### src/rtl/mem_arbiter_if.sv
// Per-master bus bundle for mem_arbiter: request/write/lock/address/data in, grant and read return out.
interface mem_arbiter_if #(
   parameter int AW = 16,
   parameter int DW = 8
);
   logic          req;
   logic          we;
   logic          lock;
   logic [AW-1:0] addr;
   logic [DW-1:0] wdata;
   logic          gnt;
   logic          rvalid;
   logic [DW-1:0] rdata;

   modport master (
      output req, we, lock, addr, wdata,
      input  gnt, rvalid, rdata
   );

   modport slave (
      input  req, we, lock, addr, wdata,
      output gnt, rvalid, rdata
   );
endinterface

### src/rtl/mem_arbiter.sv
// Two-master arbiter for a single synchronous memory, with locked sequences and a lock idle timeout.
// Tie policy: fixed priority to port 0 unless ARB_ROUND_ROBIN_EN is defined (then alternate).
module mem_arbiter #(
   parameter int AW       = 16,
   parameter int DW       = 8,
   parameter int LOCK_MAX = 8
) (
   input  logic          clk,
   input  logic          rst,
   mem_arbiter_if.slave  m0,
   mem_arbiter_if.slave  m1,
   output logic [AW-1:0] mem_addr,
   output logic          mem_we,
   output logic [DW-1:0] mem_wdata,
   input  logic [DW-1:0] mem_rdata
);

   localparam int IW = $clog2(LOCK_MAX + 1);

   typedef enum logic [1:0] {
      OWN_NONE = 2'd0,
      OWN_P0   = 2'd1,
      OWN_P1   = 2'd2
   } owner_e;

   owner_e        lock_owner_q, lock_owner_d;
   logic [IW-1:0] idle_cnt_q, idle_cnt_d;
   logic          last_q, last_d;          // 0 = port 0, 1 = port 1
   logic          rsp_valid_q, rsp_valid_d;
   logic          rsp_port_q, rsp_port_d;
   logic [AW-1:0] addr_q, addr_d;

   logic gnt0, gnt1, tie_to_p1;
   logic xfer, xfer_port, xfer_lock, xfer_we;
   logic rvalid0, rvalid1;
   logic [IW-1:0] idle_inc;

   // Grants depend only on requests and registered state, never on the lock inputs.
   always_comb begin
      // NOTE: every combinational output gets a default before any branch so no latch is inferred.
      gnt0 = 1'b0;
      gnt1 = 1'b0;
`ifdef ARB_ROUND_ROBIN_EN
      tie_to_p1 = ~last_q;
`else
      tie_to_p1 = 1'b0;
`endif
      if (!rst) begin
         case (lock_owner_q)
            OWN_P0:  gnt0 = m0.req;
            OWN_P1:  gnt1 = m1.req;
            default: begin
               if (m0.req && m1.req) begin
                  gnt0 = ~tie_to_p1;
                  gnt1 = tie_to_p1;
               end else begin
                  gnt0 = m0.req;
                  gnt1 = m1.req;
               end
            end
         endcase
      end
   end

   assign xfer      = (m0.req & gnt0) | (m1.req & gnt1);
   assign xfer_port = m1.req & gnt1;
   assign xfer_lock = xfer_port ? m1.lock : m0.lock;
   assign xfer_we   = xfer_port ? m1.we   : m0.we;

   assign m0.gnt    = gnt0;
   assign m1.gnt    = gnt1;
   assign mem_addr  = rst  ? '0
                    : xfer ? (xfer_port ? m1.addr : m0.addr)
                    : addr_q;
   assign mem_we    = xfer & xfer_we;
   assign mem_wdata = xfer_port ? m1.wdata : m0.wdata;

   // Gating with rst hides a read that was in flight when reset arrived.
   assign rvalid0   = ~rst & rsp_valid_q & ~rsp_port_q;
   assign rvalid1   = ~rst & rsp_valid_q &  rsp_port_q;
   assign m0.rvalid = rvalid0;
   assign m1.rvalid = rvalid1;
   assign m0.rdata  = rvalid0 ? mem_rdata : '0;
   assign m1.rdata  = rvalid1 ? mem_rdata : '0;

   assign idle_inc  = idle_cnt_q + IW'(1);

   always_comb begin
      lock_owner_d = lock_owner_q;
      idle_cnt_d   = idle_cnt_q;
      last_d       = xfer ? xfer_port : last_q;
      rsp_valid_d  = xfer & ~xfer_we;
      rsp_port_d   = xfer_port;
      addr_d       = xfer ? mem_addr : addr_q;
      case (lock_owner_q)
         OWN_NONE: begin
            if (xfer && xfer_lock) begin
               lock_owner_d = xfer_port ? OWN_P1 : OWN_P0;
               idle_cnt_d   = '0;
            end
         end
         default: begin
            // Only the owner can transfer while a lock is held.
            if (xfer) begin
               idle_cnt_d = '0;
               if (!xfer_lock) lock_owner_d = OWN_NONE;
            end else if (idle_inc == IW'(LOCK_MAX)) begin
               lock_owner_d = OWN_NONE;
               idle_cnt_d   = '0;
            end else begin
               idle_cnt_d = idle_inc;
            end
         end
      endcase
   end

   always_ff @(posedge clk) begin
      // NOTE: registers take non-blocking assignments so every flop samples pre-edge values.
      if (rst) begin
         lock_owner_q <= OWN_NONE;
         idle_cnt_q   <= '0;
         last_q       <= 1'b1;
         rsp_valid_q  <= 1'b0;
         rsp_port_q   <= 1'b0;
         addr_q       <= '0;
      end else begin
         lock_owner_q <= lock_owner_d;
         idle_cnt_q   <= idle_cnt_d;
         last_q       <= last_d;
         rsp_valid_q  <= rsp_valid_d;
         rsp_port_q   <= rsp_port_d;
         addr_q       <= addr_d;
      end
   end

endmodule

### src/flat_wrapper.sv
// flat-port wrapper written by rule: the top's interface ports become plain ports
module mem_arbiter_flat 
#(
   parameter int AW       = 16,
   parameter int DW       = 8,
   parameter int LOCK_MAX = 8
)
  (clk, rst, mem_addr, mem_we, mem_wdata, mem_rdata, m0_req, m0_we, m0_lock, m0_addr, m0_wdata, m0_gnt, m0_rvalid, m0_rdata, m1_req, m1_we, m1_lock, m1_addr, m1_wdata, m1_gnt, m1_rvalid, m1_rdata);
  mem_arbiter_if #(.AW(AW), .DW(DW)) m0_i ();
  mem_arbiter_if #(.AW(AW), .DW(DW)) m1_i ();
  input  logic clk;
  input  logic rst;
  output logic [AW-1:0] mem_addr;
  output logic mem_we;
  output logic [DW-1:0] mem_wdata;
  input  logic [DW-1:0] mem_rdata;
  input wire logic [$bits(m0_i.req)-1:0] m0_req;
  input wire logic [$bits(m0_i.we)-1:0] m0_we;
  input wire logic [$bits(m0_i.lock)-1:0] m0_lock;
  input wire logic [$bits(m0_i.addr)-1:0] m0_addr;
  input wire logic [$bits(m0_i.wdata)-1:0] m0_wdata;
  output wire logic [$bits(m0_i.gnt)-1:0] m0_gnt;
  output wire logic [$bits(m0_i.rvalid)-1:0] m0_rvalid;
  output wire logic [$bits(m0_i.rdata)-1:0] m0_rdata;
  input wire logic [$bits(m1_i.req)-1:0] m1_req;
  input wire logic [$bits(m1_i.we)-1:0] m1_we;
  input wire logic [$bits(m1_i.lock)-1:0] m1_lock;
  input wire logic [$bits(m1_i.addr)-1:0] m1_addr;
  input wire logic [$bits(m1_i.wdata)-1:0] m1_wdata;
  output wire logic [$bits(m1_i.gnt)-1:0] m1_gnt;
  output wire logic [$bits(m1_i.rvalid)-1:0] m1_rvalid;
  output wire logic [$bits(m1_i.rdata)-1:0] m1_rdata;
  assign m0_i.req = m0_req;
  assign m0_i.we = m0_we;
  assign m0_i.lock = m0_lock;
  assign m0_i.addr = m0_addr;
  assign m0_i.wdata = m0_wdata;
  assign m0_gnt = m0_i.gnt;
  assign m0_rvalid = m0_i.rvalid;
  assign m0_rdata = m0_i.rdata;
  assign m1_i.req = m1_req;
  assign m1_i.we = m1_we;
  assign m1_i.lock = m1_lock;
  assign m1_i.addr = m1_addr;
  assign m1_i.wdata = m1_wdata;
  assign m1_gnt = m1_i.gnt;
  assign m1_rvalid = m1_i.rvalid;
  assign m1_rdata = m1_i.rdata;
  mem_arbiter #(.AW(AW), .DW(DW), .LOCK_MAX(LOCK_MAX)) u_core (.clk(clk), .rst(rst), .m0(m0_i), .m1(m1_i), .mem_addr(mem_addr), .mem_we(mem_we), .mem_wdata(mem_wdata), .mem_rdata(mem_rdata));
endmodule
### config.mk
export PLATFORM = sky130hd
export DESIGN_NAME = mem_arbiter_flat
export DESIGN_NICKNAME = d
export VERILOG_FILES = /design/src/rtl/mem_arbiter_if.sv /design/src/rtl/mem_arbiter.sv /design/src/flat_wrapper.sv
export SDC_FILE = /design/constraint.sdc
export NUM_CORES = 1
export LEC_CHECK = 0
export ABC_AREA = 1
export BUFFER_PORTS_ARGS = -buffer_cell sky130_fd_sc_hd__buf_2
export CAP_MARGIN = 10
export CORE_MARGIN = 8
export CORE_UTILIZATION = 42
export DETAILED_ROUTE_END_ITERATION = 10
export GPL_ROUTABILITY_DRIVEN = 1
export PLACE_DENSITY = 0.8
export SLEW_MARGIN = 5
export SYNTH_ARGS = -nofsm -noshare
export SYNTH_HDL_FRONTEND = slang
export SYNTH_SLANG_ARGS = --single-unit
### constraint.sdc
create_clock -name clk -period 1.89 [get_ports clk]
set_input_delay 0.0945 -clock clk [delete_from_list [all_inputs] [get_ports clk]]
set_output_delay 0.0945 -clock clk [all_outputs]
set_load 0.005 [all_outputs]
==> impl_metrics.csv, run 1 <==
group,metric,value,unit
timing,worst_pin_slew,0.3230,ns
floorplanning,rows,22,
drt,wl,6130,µm
global_route,grt_max_degree,19,
timing,relSlewSlack,78.40,%
outcome,violations,"setup timing",
clock_tree,cts_hold_buf,0,
place,place_area,2180,µm²
run,drv_cap,0,
clock_tree,clk_pin_slew,0.09,ns
final_layout,nets,466,
synthesis,synth_flop_cell,"dfxtp_1",
timing,report.final.slew_viol_count,0,
worst_setup_path,crit_top_cell,"nand2_4",
floorplanning,initial_core_util,43.54,%
global_route,groute.usage.overall,15.22,%
global_route,overflow,0,
place,port_buffers,108,
worst_setup_path,worstPathArrival,1.84,ns
drt,ant_nets,0,
global_route,grt_pass1_wl,7941,µm
worst_setup_path,cp.required,1.80,ns
final_layout,layout_common_cells,"103 x buf_2, 56 x nand2_1, 49 x inv_1",
synthesis,async_flop_share,0,%
place,hpwl,3940,µm
final_layout,final_common_cell,"buf_2",
timing,fmax,517.7,MHz
clock_tree,clk_latency,0.27,ns
synthesis,syn-cell-area,1594,µm²
clock_tree,cts_tree,"done",
synthesis,syn_nets,338,
floorplanning,die_y,77.61,µm
timing,fin_skew,0.002610,ns
worst_setup_path,path_class,"reg2out",
place,dp.cells,423,
synthesis,synth_cell_types,24,
floorplanning,dieArea,6023,µm²
drt,dr.first_iter.drc_count,118,
drt,drc,0,
worst_setup_path,crit_fanout,7,
final_layout,final_util,73.00,%
outcome,outcome,"finished with violations",
final_layout,postLayoutCellArea,2673,µm²
drt,via_per_inst,4.757,
final_layout,drive_gt1_share,52.27,%
clock_tree,cts_root_buffer,"clkbuf_8",
drt,drt_pass1_iterations,4,
timing,layout_min_cycle_time,1.932,ns
drt,vias,2112,
floorplanning,die_x,77.61,µm
worst_setup_path,critical-path-max-stage-delay,0.34,ns
worst_setup_path,endpoint_kind,"primary output",
synthesis,ys_ff_latch,24,
clock_tree,numCtsBuffers,3,
floorplanning,io_pins,109,
clock_tree,clockBufferDepth,2,
timing,period_share,102.2,%
synthesis,syn_avg_cell_area,5.926,µm²
clock_tree,clkSinkCount,24,
worst_hold_path,hp-class,"in2reg",
power_and_ir_drop,leakage,1.760,nW
worst_setup_path,path_cells,"inv_2 > ha_4 > inv_4 > nand2_4 > nand3_4 > nand2_4 > inv_4 > buf_12 > nand2_4 > nand3_2 > nand2_1 > inv_1 > buf_2",
power_and_ir_drop,powerDensity,946.0,nW/µm²
worst_setup_path,cp-start-kind,"flip-flop",
timing,hold_viol_final,0,
worst_setup_path,slowest_stage,"dfxtp_2",
clock_tree,htreeDepth,1,
place,finalWeightedCongestion,0.8491,
timing,rsz0062_at_grt,"true",
global_route,grt_pass1_vias,1865,
power_and_ir_drop,vdd_ir_drop_max,621.0,µV
synthesis,synth-warning-count,0,
synthesis,synth_edf_count,0,
timing,finalSetupViolations,14,
synthesis,seq_area_frac_synth,30.14,%
synthesis,syn_inst,269,
drt,wl_per_cell,13.81,µm
final_layout,area.growth.synth_to_final,67.66,%
final_layout,layout.cells.non_filler,444,
final_layout,n_antenna_cell,0,
timing,fin_ws,-0.04175,ns
floorplanning,core_area,3661,µm²
global_route,antenna_found_initial,0,
timing repair:
item / 4_1_cts / 5_1_grt
setup buffers: 9 / 6
endpoints found under the setup margin: 26 / 18
gates cloned: 1 / 1
pin swaps: 4 / 10
gates resized for setup: 19 / 72
path summary, 6_finish.rpt:
check | to | cells past startpoint | from | slack, ns
worst max-delay path | mem_addr[5] | 13 | u_core.lock_owner_q[1] | -0.04
worst min-delay path | u_core.rsp_valid_q | 4 | m1_we | 0.12
worst max register to register | u_core.addr_q[7] | 14 | u_core.lock_owner_q[1] | 0.04
worst min register to register | u_core.idle_cnt_q[3] | 2 | u_core.idle_cnt_q[3] | 0.51
registers in the layout, indices dropped and copies added (netlist names):
register             cells
u_core.rsp_valid_q       1
u_core.rsp_port_q        1
u_core.idle_cnt_q        4
u_core.addr_q           16
u_core.lock_owner_q      2
logic make-up (layout without fill, tap and decap cells):
group                      Yosys count  after routing  synth area share, %
and+or+nand+nor                    158            158                43.41
buffers and inverters               73            200                19.54
DFF                                 24             24                30.14
AOI/OAI and AO/OA                    9              9                2.982
adders and majority gates            5              5                3.925
final cells by class:
cell class	instances	area, µm²
Multi-Input combinational cell	172	1021
Fill cell	272	988.4
Timing Repair Buffer	133	790.8
Sequential cell	24	483.0
Inverter	63	246.5
Tap cell	48	60.06
Clock buffer	3	41.29
Clock inverter	1	30.03
where the power goes:
part / leakage (nW) / internal (W) / total, W / switching, W
Clock: 0.0357 / 0.000283 / 0.000454 / 0.000171
Combinational: 1.53 / 0.000639 / 0.00141 / 0.000774
Sequential: 0.197 / 0.000600 / 0.000661 / 0.0000614
worst max-delay path: cells and delay by family (launching register included):
family | cells | cell delay [ns]
adders and majority gates | 1 | 0.30
and+or+nand+nor | 6 | 0.49
DFF | 1 | 0.34
buffers and inverters | 6 | 0.44
cells in the mapped netlist (2+ instances only):
master	number	area share (%)
ha_1	5	3.9
a21oi_1	6	1.9
dfxtp_1	24	30
nand2_4	2	1.4
nand2_1	87	20
buf_6	3	2.1
inv_1	59	14
nand4_1	4	1.6
nor2_1	18	4.2
nand3_1	41	13
buf_2	3	0.94
buf_4	3	1.4
inv_2	3	0.71
per-layer routing:
| metal | vias to the layer above | GRT usage [%] | part of all wire (%) |
|---|---|---|---|
| li1 | 1054 | - | - |
| met1 | 962 | 16.39 | 39 |
| met2 | 82 | 28.49 | 53 |
| met3 | 14 | 3.571 | 5.8 |
| met4 | 0 | 4.528 | 2.2 |
| met5 | - | 0 | 0 |
per-stage QoR:
step / TNS (ns) / hold slack, ns / worst slack (ns) / total power [W]
2_1_floorplan: 0 / 0.2798 / 0.3414 / 0.001263
3_3_place_gp: 0 / 0.4126 / 0.1326 / 0.001551
3_5_place_dp: 0 / 0.4120 / 0.05560 / 0.001568
4_1_cts: 0 / 0.1203 / 0.007323 / 0.002181
5_1_grt: -1.486 / 0.1438 / -0.1176 / 0.002667
6_report: -0.2601 / 0.1192 / -0.04175 / 0.002528
No activity file was read; power rests on OpenSTA's default activity.
==> inputs of run 2 (changes only) <==
- CELL_PAD_IN_SITES_DETAIL_PLACEMENT: not set -> 0
- CELL_PAD_IN_SITES_GLOBAL_PLACEMENT: not set -> 1
- CORE_UTILIZATION: 42 -> 26
- PLACE_DENSITY: 0.8 -> 0.78
==> impl_metrics.csv, run 2 (same netlist as run 1, synthesis figures left out) <==
group,metric,value,unit
worst_setup_path,endpoint_kind,"primary output",
final_layout,n_antenna_cell,0,
drt,drt_pass1_iterations,4,
final_layout,nets,477,
worst_setup_path,r2r_cells,14,
clock_tree,clk_pin_slew,0.09,ns
timing,finalSetupViolations,19,
worst_setup_path,ff2ff_setup_slack,-0.02,ns
global_route,grt_pass1_vias,2074,
final_layout,postLayoutCellArea,2927,µm²
global_route,antenna_found_initial,1,
final_layout,largestRegisters,"u_core.addr_q: 16 flops, u_core.idle_cnt_q: 4 flops, u_core.lock_owner_q: 2 flops",
worst_hold_path,hold_depth,4,
power_and_ir_drop,leakage,1.821,nW
clock_tree,clockBufferDepth,2,
drt,via_per_inst,4.312,
timing,worst_pin_slew,0.3357,ns
timing,hold_viol_final,0,
run,drv_cap,0,
drt,wl,6433,µm
power_and_ir_drop,power.total,0.002592,W
timing,fin_skew,0.002164,ns
timing,layout_min_cycle_time,1.985,ns
floorplanning,die_x,94.30,µm
floorplanning,dieArea,8892,µm²
clock_tree,numCtsBuffers,3,
timing,relSlewSlack,77.56,%
place,place_area,2218,µm²
clock_tree,cts_root_buffer,"clkbuf_8",
final_layout,drive_gt1_share,56.40,%
drt,vias,2074,
worst_setup_path,critical-path-max-stage-delay,0.35,ns
final_layout,area.growth.synth_to_final,83.60,%
worst_setup_path,cp.required,1.80,ns
clock_tree,clkSinkCount,24,
drt,drc,0,
outcome,outcome,"finished with violations",
worst_setup_path,worst-path-buf-inv,6,
final_layout,largest_register,"u_core.addr_q",
place,finalWeightedCongestion,0.7920,
final_layout,layout_common_cells,"100 x buf_2, 63 x nand2_1, 45 x inv_1",
worst_setup_path,r2r-end,"u_core.addr_q[9]",
place,port_buffers,108,
drt,dr.first_iter.drc_count,74,
worst_setup_path,cp-start-kind,"flip-flop",
timing,period_share,105.0,%
global_route,grt_pass1_wl,9508,µm
power_and_ir_drop,vdd_ir_drop_max,514.7,µV
worst_setup_path,crit_fanout,8,
clock_tree,htreeDepth,1,
global_route,groute.usage.overall,13.20,%
place,hpwl,4222,µm
drt,ant_nets,0,
timing,report.final.slew_viol_count,0,
clock_tree,cts_hold_buf,0,
final_layout,largest_reg_flops,16,
worst_setup_path,crit-reg2reg-launch,"u_core.lock_owner_q[1]",
floorplanning,rows,28,
worst_setup_path,path_class,"reg2out",
outcome,violations,"setup timing",
power_and_ir_drop,powerDensity,885.7,nW/µm²
worst_setup_path,path_cells,"inv_2 > ha_4 > inv_2 > nand2_4 > nand3_4 > buf_8 > buf_16 > nand3_2 > nand3_2 > nand2_2 > inv_2 > buf_6",
clock_tree,cts_tree,"done",
worst_setup_path,slowest_stage,"dfxtp_2",
final_layout,final_common_cell,"buf_2",
clock_tree,clk_latency,0.27,ns
timing,fmax,503.9,MHz
worst_hold_path,hp-class,"in2reg",
floorplanning,io_pins,109,
drt,wl_per_cell,13.37,µm
worst_setup_path,crit_top_cell,"inv_2",
floorplanning,initial_core_util,26.92,%
timing,fin_ws,-0.09455,ns
worst_hold_path,whs_endpoint,"u_core.rsp_valid_q",
worst_setup_path,worstPathArrival,1.89,ns
worst_setup_path,crit_family,"buffers and inverters",
timing,rsz0062_at_grt,"true",
global_route,overflow,0,
floorplanning,core_area,5921,µm²
floorplanning,die_y,94.30,µm
global_route,grt_max_degree,19,
worst_hold_path,min-delay-start,"m1_we",
## run 2: cell types whose count changed in the layout (fill, tap and decap cells not counted), sizes merged
cell / delta
buf: +11
bufinv: -1
## run 2: how the worst max path moves through the flow
stage | start | to | cells past startpoint
floorplan | u_core.lock_owner_q[0] | mem_addr[0] | 12
global placement | u_core.lock_owner_q[0] | mem_addr[15] | 12
detailed placement | u_core.lock_owner_q[0] | mem_addr[0] | 11
CTS | u_core.lock_owner_q[0] | mem_addr[8] | 13
global route | u_core.lock_owner_q[1] | mem_addr[9] | 12
finish | u_core.lock_owner_q[1] | mem_addr[9] | 12
## run 2: tightest hold or removal path, cell delays in order
cell and delay, ns:
buf_2 0.09, o21ai_2 0.06, inv_1 0.05, nor2_1 0.03
## run 2: timing repair
item,CTS,global route
pin swaps,16,13
buffers inserted,22,3
endpoints found under the hold margin,0,0
gates cloned,4,0
setup endpoints to repair,26,30
resized for setup,46,61
## run 2: layout make-up
class | count | area (µm²)
Multi-Input combinational cell | 172 | 1081
Sequential cell | 24 | 483.0
Inverter | 63 | 254.0
Clock buffer | 3 | 41.29
Fill cell | 583 | 2994
Timing Repair Buffer | 144 | 973.4
Tap cell | 75 | 93.84
## run 2: metal layers
layer  vias up  track usage, %  routed length, µm
li1       1079               -                  -
met1       913           14.77               2488
met2        72           23.41               3372
met3         8           3.917                503
met4         2           3.963                 61
met5         -               0                  8
## run 2: power breakdown
part,switching (W),internal (W),leakage (nW)
clock network,0.000173,0.000143,0.0216
registers,0.0000519,0.000600,0.197
logic,0.000828,0.000796,1.60
total,0.00105,0.00154,1.82
## run 2: stage by stage
| stage | worst slack (ns) | hold WS, ns | cells | utilization [%] | setup TNS [ns] |
|---|---|---|---|---|---|
| 2_1_floorplan | 0.3414 | 0.2798 | 269 | - | 0 |
| 3_3_place_gp | 0.1574 | 0.4165 | 449 | 37.47 | 0 |
| 3_5_place_dp | 0.09031 | 0.4126 | 449 | 37.47 | 0 |
| 4_1_cts | -0.03124 | 0.09127 | 478 | 45.01 | -0.3954 |
| 5_1_grt | -0.1726 | 0.1120 | 481 | 49.43 | -3.455 |
| 6_report | -0.09455 | 0.09440 | 481 | 49.43 | -1.221 |
